<file path="src/rtl/led_breath_pkg.sv">
`default_nettype none
// ============================================================================
// Module      : led_breath_pkg
// Description : Shared constants, FSM state encoding and the gamma helper for
//               the four-channel breathing-LED PWM block.
// Revision    : 1.0 - initial release
// ============================================================================
package led_breath_pkg;

    // PWM counter / duty resolution
    localparam int PWM_BITS = 8;

    // Largest duty value; also the top of the brightness ramp
    localparam logic [PWM_BITS-1:0] DUTY_MAX = 8'd255;

    // Width of the step and hold counters (parameters go up to 65535)
    localparam int CNT_BITS = 16;

    // Brightness sequencer states
    typedef enum logic [2:0] {
        ST_IDLE   = 3'd0,
        ST_UP     = 3'd1,
        ST_HOLD_H = 3'd2,
        ST_DOWN   = 3'd3,
        ST_HOLD_L = 3'd4
    } state_e;

    // Perceptual brightness correction: square the duty and keep the top byte,
    // so full scale maps to 254 and small duties collapse towards zero.
    function automatic logic [PWM_BITS-1:0] gamma_map(input logic [PWM_BITS-1:0] d);
        logic [2*PWM_BITS-1:0] sq;
        sq = {{PWM_BITS{1'b0}}, d} * {{PWM_BITS{1'b0}}, d};
        return sq[2*PWM_BITS-1:PWM_BITS];
    endfunction

endpackage : led_breath_pkg
`default_nettype wire

</file>
<file path="src/rtl/led_breath_pwm_channel.sv">
`default_nettype none
// ============================================================================
// Module      : led_pwm_channel
// Description : One PWM output. Derives its duty from the shared brightness
//               level (direct or inverted), optionally applies the gamma map,
//               compares against the shared PWM counter and registers the
//               result onto the LED pin.
//               Optional feature macro: GAMMA_EN (square-law duty mapping).
// Revision    : 1.0 - initial release
// ============================================================================
module led_pwm_channel
    import led_breath_pkg::*;
#(
    parameter bit INVERT = 1'b0          // 1: duty = 255 - level (antiphase)
)(
    input  logic                clk,
    input  logic                rst,
    input  logic                i_clr,      // synchronous clear (run enable low)
    input  logic [PWM_BITS-1:0] i_pwm_cnt,
    input  logic [PWM_BITS-1:0] i_level,
    output logic                o_led
);

    logic [PWM_BITS-1:0] w_lin_duty;
    logic [PWM_BITS-1:0] w_duty;
    logic                w_on;
    logic                r_led;

    // Linear duty: level itself, or its complement for the antiphase channels
    assign w_lin_duty = INVERT ? (DUTY_MAX - i_level) : i_level;

`ifdef GAMMA_EN
    assign w_duty = gamma_map(w_lin_duty);
`else
    assign w_duty = w_lin_duty;
`endif

    // Strict less-than: duty 0 never lights, duty 255 lights 255 of 256 cycles
    assign w_on = (i_pwm_cnt < w_duty);

    // Output register: one clock of latency from the compare to the pin
    always_ff @(posedge clk or posedge rst) begin
        if (rst) begin
            r_led <= 1'b0;
        end else if (i_clr) begin
            r_led <= 1'b0;
        end else begin
            r_led <= w_on;
        end
    end

    assign o_led = r_led;

endmodule : led_pwm_channel
`default_nettype wire

</file>
<file path="src/rtl/led_breath.sv">
`default_nettype none
// ============================================================================
// Module      : led_breath
// Description : Four-channel "breathing" LED driver. An 8-bit PWM counter
//               defines the period; every STEP_PERIODS periods the brightness
//               level moves one step through UP -> HOLD_H -> DOWN -> HOLD_L.
//               Channels 0/2 follow the level, channels 1/3 its complement.
//               Optional feature macro: GAMMA_EN (square-law duty mapping,
//               implemented inside led_pwm_channel).
// Revision    : 1.0 - initial release
// ============================================================================
module led_breath
    import led_breath_pkg::*;
#(
    parameter int STEP_PERIODS = 4,      // PWM periods per brightness step, 1..65535
    parameter int HOLD_STEPS   = 64      // steps spent in each hold state, 1..65535
)(
    input  logic       clk,
    input  logic       rst,
    input  logic       en,
    output logic [3:0] led
);

    localparam logic [CNT_BITS-1:0] c_step_last = CNT_BITS'(STEP_PERIODS - 1);
    localparam logic [CNT_BITS-1:0] c_hold_last = CNT_BITS'(HOLD_STEPS - 1);
    localparam logic [PWM_BITS-1:0] c_level_top = DUTY_MAX - 8'd1;

    logic [PWM_BITS-1:0] r_pwm_cnt;
    logic [CNT_BITS-1:0] r_step_cnt;
    logic [CNT_BITS-1:0] r_hold_cnt;
    logic [PWM_BITS-1:0] r_level;
    state_e              r_state;

    logic                w_period_end;
    logic                w_step;
    logic                w_clr;

    // A period ends on the last count; a step is the period end that also
    // closes out the STEP_PERIODS group. Because the level only moves on that
    // edge, the new level is first seen with pwm_cnt == 0 (no partial period).
    assign w_period_end = (r_pwm_cnt == DUTY_MAX);
    assign w_step       = w_period_end && (r_step_cnt == c_step_last);
    assign w_clr        = ~en;

    // PWM period counter and period-end divider; both cleared while disabled
    always_ff @(posedge clk or posedge rst) begin
        if (rst) begin
            r_pwm_cnt  <= '0;
            r_step_cnt <= '0;
        end else if (!en) begin
            r_pwm_cnt  <= '0;
            r_step_cnt <= '0;
        end else begin
            r_pwm_cnt <= r_pwm_cnt + 8'd1;
            if (w_period_end) begin
                if (r_step_cnt == c_step_last) begin
                    r_step_cnt <= '0;
                end else begin
                    r_step_cnt <= r_step_cnt + 16'd1;
                end
            end
        end
    end

    // Brightness sequencer: saturating ramp up, hold, ramp down, hold, repeat
    always_ff @(posedge clk or posedge rst) begin
        if (rst) begin
            r_state    <= ST_IDLE;
            r_level    <= '0;
            r_hold_cnt <= '0;
        end else if (!en) begin
            r_state    <= ST_IDLE;
            r_level    <= '0;
            r_hold_cnt <= '0;
        end else begin
            case (r_state)
                ST_IDLE: begin
                    r_state    <= ST_UP;
                    r_level    <= '0;
                    r_hold_cnt <= '0;
                end
                ST_UP: begin
                    if (w_step) begin
                        // >= keeps the ramp saturating even from an odd level
                        if (r_level >= c_level_top) begin
                            r_level <= DUTY_MAX;
                            r_state <= ST_HOLD_H;
                        end else begin
                            r_level <= r_level + 8'd1;
                        end
                    end
                end
                ST_HOLD_H: begin
                    if (w_step) begin
                        if (r_hold_cnt == c_hold_last) begin
                            r_hold_cnt <= '0;
                            r_state    <= ST_DOWN;
                        end else begin
                            r_hold_cnt <= r_hold_cnt + 16'd1;
                        end
                    end
                end
                ST_DOWN: begin
                    if (w_step) begin
                        // <= keeps the ramp from ever wrapping below zero
                        if (r_level <= 8'd1) begin
                            r_level <= '0;
                            r_state <= ST_HOLD_L;
                        end else begin
                            r_level <= r_level - 8'd1;
                        end
                    end
                end
                ST_HOLD_L: begin
                    if (w_step) begin
                        if (r_hold_cnt == c_hold_last) begin
                            r_hold_cnt <= '0;
                            r_state    <= ST_UP;
                        end else begin
                            r_hold_cnt <= r_hold_cnt + 16'd1;
                        end
                    end
                end
                default: begin
                    r_state    <= ST_IDLE;
                    r_level    <= '0;
                    r_hold_cnt <= '0;
                end
            endcase
        end
    end

    // Four output channels; odd channels take the complemented level
    for (genvar gi = 0; gi < 4; gi++) begin : g_ch
        led_pwm_channel #(
            .INVERT ((gi % 2) == 1)
        ) u_ch (
            .clk       (clk),
            .rst       (rst),
            .i_clr     (w_clr),
            .i_pwm_cnt (r_pwm_cnt),
            .i_level   (r_level),
            .o_led     (led[gi])
        );
    end

endmodule : led_breath
`default_nettype wire
</file>
<file path="config.mk">
export PLATFORM = sky130hd
export DESIGN_NAME = led_breath
export DESIGN_NICKNAME = d
export VERILOG_FILES = /design/src/rtl/led_breath_pkg.sv /design/src/rtl/led_breath_pwm_channel.sv /design/src/rtl/led_breath.sv
export SDC_FILE = /design/constraint.sdc
export NUM_CORES = 1
export LEC_CHECK = 0
export ABC_AREA = 0
export CAP_MARGIN = 0
export CORE_MARGIN = 1.5
export CORE_UTILIZATION = 45
export DETAILED_ROUTE_END_ITERATION = 8
export GPL_ROUTABILITY_DRIVEN = 0
export PLACE_DENSITY_LB_ADDON = 0.08
export SYNTH_ARGS = -nofsm -noshare
export SYNTH_HDL_FRONTEND = slang
export SYNTH_SLANG_ARGS = --single-unit
</file>
<file path="constraint.sdc">
create_clock -name clk -period 2.66 [get_ports clk]
set_input_delay 0.266 -clock clk [delete_from_list [all_inputs] [get_ports clk]]
set_output_delay 0.266 -clock clk [all_outputs]
set_load 0.01 [all_outputs]
</file>
* Yosys cells after proc, flatten, opt, wreduce, memory -nomap -nowiden
Cells that the tools add are included.
** Word-level totals
- Register bits :: 53
- Bits of input ports :: 3
- Output and inout bits :: 4
- Logic and storage cells :: 69
** Cells by class
- $add $sub $neg :: 6
- Order comparisons :: 4
- Eq/ne operators :: 19
- Muxes and demuxes :: 26
- Reduce and logical (&&, ||, !) cells :: 7
** Operator list (count)
- $mux 16 :: 6
- $mux 8 :: 6
- $add 16x1->16 const B :: 2
- $pmux 16 s2 :: 1
- $mux 3 :: 9
- $ne 3x3->1 const B :: 8
- $pmux 8 s3 :: 1
- $add 8x1->8 const B :: 2
- $eq 16x2->1 const B :: 1
- $eq 16x6->1 const B :: 1
- $lt 8x8->1 :: 2
- $pmux 3 s5 :: 1
- $eq 8x8->1 const B :: 1
- $ge 8x8->1 const B :: 1
- $le 8x1->1 const B :: 1
- $reduce_and 8->1 :: 1
- $sub 8x1->8 const B :: 1
- $sub 8x8->8 const A :: 1
- $eq 3x2->1 const B :: 2
- $ne 2x2->1 const B :: 2
- $reduce_or 2->1 :: 2
- $eq 3x1->1 const B :: 1
- $eq 3x3->1 const B :: 1
- $logic_not 3->1 :: 1
- other kinds (6) :: 7

* Logic depth before layout (Yosys ltp)
- Depth after elaboration :: 5
- Depth in mapped cells :: 8
- Depth with buffers taken out :: 7

* By module
Synthesis repeated with hierarchy kept, for this count alone.
** Second synthesis, totals
- Cells, all modules :: 442
- Area, all modules :: 3888.7 um2
** Modules (own cells, without submodules)
- led_breath :: instances 1, cells each 354, area an instance 3110.5 um2
- led_pwm_channel (g_ch[0].u_ch ...) :: instances 2, cells each 27, area an instance 210.2 um2
- led_pwm_channel (g_ch[1].u_ch ...) :: instances 2, cells each 17, area an instance 178.9 um2

* Least setup slack after synthesis
No wires, ideal clock.
- Kind :: flip-flop to flip-flop
- From :: register r_pwm_cnt[0]
- To :: register r_hold_cnt[11]
- Library setup time :: 0.121 ns
- Arrival time :: 1.963 ns
- Path slack :: 0.576 ns
- Cell stages (with the launch flop) :: 9
- Buffers on the path :: 2
- Cell sequence :: dfrtp_1 ha_1 nand3_1 or2_1 buf_2 o311a_4 buf_2 a21o_1 a22o_1
** Between the ends
- Longest elaborated chain between the ends :: 4
** Ends and longest elaborated chain
- start, declared :: line led_breath.sv:28 : logic [PWM_BITS-1:0] r_pwm_cnt;
- start signal, assigned :: line led_breath.sv:54 : r_pwm_cnt <= r_pwm_cnt + 8'd1;
- $eq 8x8->1 :: line led_breath.sv:41 : assign w_period_end = (r_pwm_cnt == DUTY_MAX);
- $logic_and 1x1->1 :: line led_breath.sv:42 : assign w_step = w_period_end && (r_step_cnt == c_step_last);
- $ne 3x2->1 (no line)
- $reduce_and 2->1 (no line)
- end signal, assigned :: line led_breath.sv:99 : r_hold_cnt <= r_hold_cnt + 16'd1;
- end signal, assigned :: line led_breath.sv:120 : r_hold_cnt <= r_hold_cnt + 16'd1;
- end, declared :: line led_breath.sv:30 : logic [CNT_BITS-1:0] r_hold_cnt;
No other way between the ends.
A chain may end at the register's enable or synchronous reset.

* Worst setup path after layout
- From :: register r_step_cnt[0]
- To :: register r_hold_cnt[0]
** Between the ends
- Longest elaborated chain between the ends :: 4
** Ends and longest elaborated chain
- start, declared :: line led_breath.sv:29 : logic [CNT_BITS-1:0] r_step_cnt;
- start signal, assigned :: line led_breath.sv:59 : r_step_cnt <= r_step_cnt + 16'd1;
- $eq 16x2->1 :: line led_breath.sv:42
- $logic_and 1x1->1 :: line led_breath.sv:42
- $ne 3x2->1 (no line)
- $reduce_and 2->1 (no line)
No other way between the ends.

==> results.txt <==
startpoint of the most critical register-to-register path -> r_step_cnt[0]
average size of a mapped cell -> 8.93 sq um
Syn-to-layout area delta -> 9.92%
antenna cell count -> 0
clock-pin slew reported for the worst setup and hold paths after clock tree synthesis -> 0.10 ns
number of max-slew violations in the final report -> 0
fraction of the core area covered by cells at the end of the flow -> 50.7%
1st-pass router iterations -> 4
number of rows in the core area -> 32
worst ir drop on vdd -> 0.000272 V
dpl hpwl -> 5.97 mm
critical path startpoint -> r_step_cnt[0]
initial core utilization -> 46.1%
Worst-Margin Slew -> 0.791 ns
largest net degree at the start of global routing -> 54
setup fix buffers added after clock tree synthesis -> 0
clock latency of the later-clocked register in the worst-skew pair -> 0.31 ns
Post-synth ARST share -> 100%
synthesized flop and latch total -> 53
total clock buffers created by CTS -> 5
number of nets with antenna violations after detailed routing -> 0
Yosys Warn Count -> 0
unrepaired setup endpoints after global routing -> no
final clock period utilization by the worst path -> 86.5%
cell type of the slowest stage on the worst timing path -> sky130_fd_sc_hd__o311a_4
routed length per instance -> 16.3 microns
Worst setup SP type -> register
cell internal power dissipation -> 1350 uW
max-slew headroom at the worst pin -> 46.8%
area leader, netlist -> sky130_fd_sc_hd__dfrtp_1
critical path cell sequence -> ha_1 -> nor3b_2 -> nand4_2 -> o311a_4 -> nor2_2 -> mux2_2
fraction of post-synthesis cell area in the top cell type by area -> 37.4%
combined global-route utilization of all metal layers -> 21.1%
Nets -> 431
number of fill cells in the layout -> 718
WP data arrival -> 2.55 ns
area used by multi-input combinational logic -> 2070 sq um
number of ports placed on the die boundary -> 7
most frequently used cell type in the post-synthesis netlist -> sky130_fd_sc_hd__dfrtp_1
Tightest Hold Check Type -> input pin to async pin
Clock Sink Count -> 53
result of the run -> completed
share of cells above drive strength 1 -> 9.54%
number of enable-type register cells in the synthesized netlist -> 0
worst endpoint required time -> 2.91 ns
maximum fanout count along the critical path -> 15
hold violation total from the final report -> 0
Initial DRC Count -> 143
Die X -> 91.7 microns
delay contributed by the slowest stage of the critical path -> 0.46 ns
maximum buffer depth of the clock tree -> 2
portion of total power attributed to the clock network -> 29.6%
clock tree from TritonCTS -> done
DRC viols -> 0
register area -> 1330 sq um
critical path type -> register to register
number of I/O port buffers -> 6
net switching power of the design -> 625 uW
total core area -> 7690 sq um
switching part of the total -> 31.6%
number of distinct standard cells referenced by the synthesized netlist -> 61
final critical-path required period -> 2.30 ns
number of buffers added to fix hold violations after cts -> 0
Fin Setup TNS -> 0 ns
setup-violating endpoint count in the final report -> 0
Vias per Instance -> 6.01
clk_skew -> 0.00690 ns
Top Family by Delay on Critical Path -> simple AND/OR/NAND/NOR gates
leak pwr -> 0.00169 uW
Logic pwr share -> 27.5%
most frequent cells after synthesis -> sky130_fd_sc_hd__dfrtp_1 (53), sky130_fd_sc_hd__nor2_1 (41), sky130_fd_sc_hd__nand3_1 (36), sky130_fd_sc_hd__ha_1 (20), sky130_fd_sc_hd__o21ai_0 (20)
Syn Nets -> 420
Critical Path End Type -> register
Critical path buffers and inverters -> 0
DIE HEIGHT -> 91.7 microns
sum of routed wire length over all layers -> 8.34 mm
total standard cell area after synthesis -> 3540 sq um
Fmax -> 0.435 GHz
total number of vias -> 3,071
gr ovfl total -> 0
count of mapped cells out of synthesis -> 397
wire length of the first global-routing pass -> 14.3 mm
sequential cell fraction of total power -> 43.0%
max_cap viols -> 0
Primary FF master, synth -> sky130_fd_sc_hd__dfrtp_1
biggest area contributors in the synthesized netlist -> sky130_fd_sc_hd__dfrtp_1 (37%), sky130_fd_sc_hd__ha_1 (7.1%), sky130_fd_sc_hd__nand3_1 (5.1%), sky130_fd_sc_hd__nor2_1 (4.3%), sky130_fd_sc_hd__xor2_1 (3.5%)
depth of the CTS H-tree -> 2
power density normalized to cell area -> 508 nW/um^2
proportion of synthesized chip area in sequential cells -> 37.4%
cell at the root of the clock tree -> sky130_fd_sc_hd__clkbuf_8
number of antenna violations at the first check in global routing -> 0
number of cells upsized or downsized after cts -> 0
Die Area -> 8420 sq um
vias in the first global route -> 2,900
==> kinds of logic after synthesis <==
kind of cell               count (synthesis)  synth area share (%)
buffers and inverters                     35                  4.20
DFF                                       53                  37.4
AOI/OAI and AO/OA                        106                  21.2
xor gates and xnor gates                  18                  4.45
muxes                                      2                 0.600
adders and majority gates                 21                  7.34
and+or+nand+nor                          162                  24.8
==> metrics by stage <==
step           hold WS (ns)  total power [uW]  cells  worst slack, ns  cell area, sq um
2_1_floorplan         0.463              1260    397            0.576              3540
3_3_place_gp          0.526              1400    503            0.444              3770
3_5_place_dp          0.533              1400    503            0.394              3770
4_1_cts               0.343              1990    511            0.347              3890
5_1_grt               0.349              2100    511            0.174              3890
6_report              0.312              1980    511            0.359              3890
==> power groups by stage <==
stage	Sequential [uW]	Combinational, uW	Clock (uW)
3_3_place_gp	864	539	0
6_report	849	543	585
3_5_place_dp	865	537	0
5_1_grt	852	614	635
2_1_floorplan	877	379	0
4_1_cts	849	538	603
==> worst paths after layout <==
kind / endpoint / slack, ns / depth (start not counted)
min: r_step_cnt[14] / 0.31 / 3
max in group asynchronous: r_level[7] / 2.09 / 3
max: r_hold_cnt[0] / 0.36 / 6
min in group clk: r_pwm_cnt[0] / 0.56 / 1
max reg2reg: r_hold_cnt[0] / 0.36 / 6
min reg2reg: r_pwm_cnt[0] / 0.56 / 1
==> layout make-up <==
| cell class | count | area share [%] |
|---|---|---|
| clock buffer | 6 | 2.12 |
| clock inverter | 2 | 0.964 |
| inverter | 18 | 1.73 |
| multi-input combinational | 309 | 53.1 |
| sequential | 53 | 34.1 |
| tap | 102 | 3.28 |
| timing repair buffer | 21 | 4.75 |
==> tightest hold or removal path, stage by stage <==
cell	delay [ns]
sky130_fd_sc_hd__clkdlybuf4s50_1	0.42
sky130_fd_sc_hd__inv_2	0.07
sky130_fd_sc_hd__buf_12	0.26
==> routing by layer <==
layer	global-route usage, %	vias up	part of all wire (%)
met5	0	-	0
met4	4.49	0	0.72
met3	3.48	5	4.8
met2	31.8	89	45
met1	31.7	1481	50
li1	-	1496	-
==> layout by cell type (no fill, tap or decap), drive strengths merged, types with 2 or more instances in the layout <==
cell / synthesis / routed
a211oi: 5 / 5
buf: 7 / 15
a31oi: 4 / 4
inv: 18 / 18
a22o: 10 / 10
or2: 4 / 4
o21a: 3 / 3
o22ai: 6 / 6
or3: 2 / 2
and2: 4 / 4
nand3b: 2 / 2
o21bai: 2 / 2
nor2b: 2 / 2
ha: 20 / 20
nor4: 7 / 7
nand3: 36 / 36
nor2: 42 / 42
a21o: 8 / 8
a21oi: 15 / 15
a22oi: 2 / 2
a311oi: 2 / 2
and3: 6 / 6
a221o: 2 / 2
nand2: 19 / 19
xor2: 14 / 14
nor3: 14 / 14
clkdlybuf4s50: 0 / 6
or4: 3 / 3
nand2b: 5 / 5
nand4: 10 / 10
clkbuf: 10 / 6
o31ai: 10 / 10
o21ai: 22 / 22
xnor2: 4 / 4
and4: 3 / 3
o221ai: 2 / 2
dfrtp: 53 / 53
o31a: 2 / 2
==> state kept, by name, summed over array words and instances (netlist names) <==
signal           cells
g_ch.u_ch.o_led      2
r_hold_cnt          16
r_level              8
r_step_cnt          16
r_state              3
r_pwm_cnt            8
No activity file was read; power rests on OpenSTA's default activity.
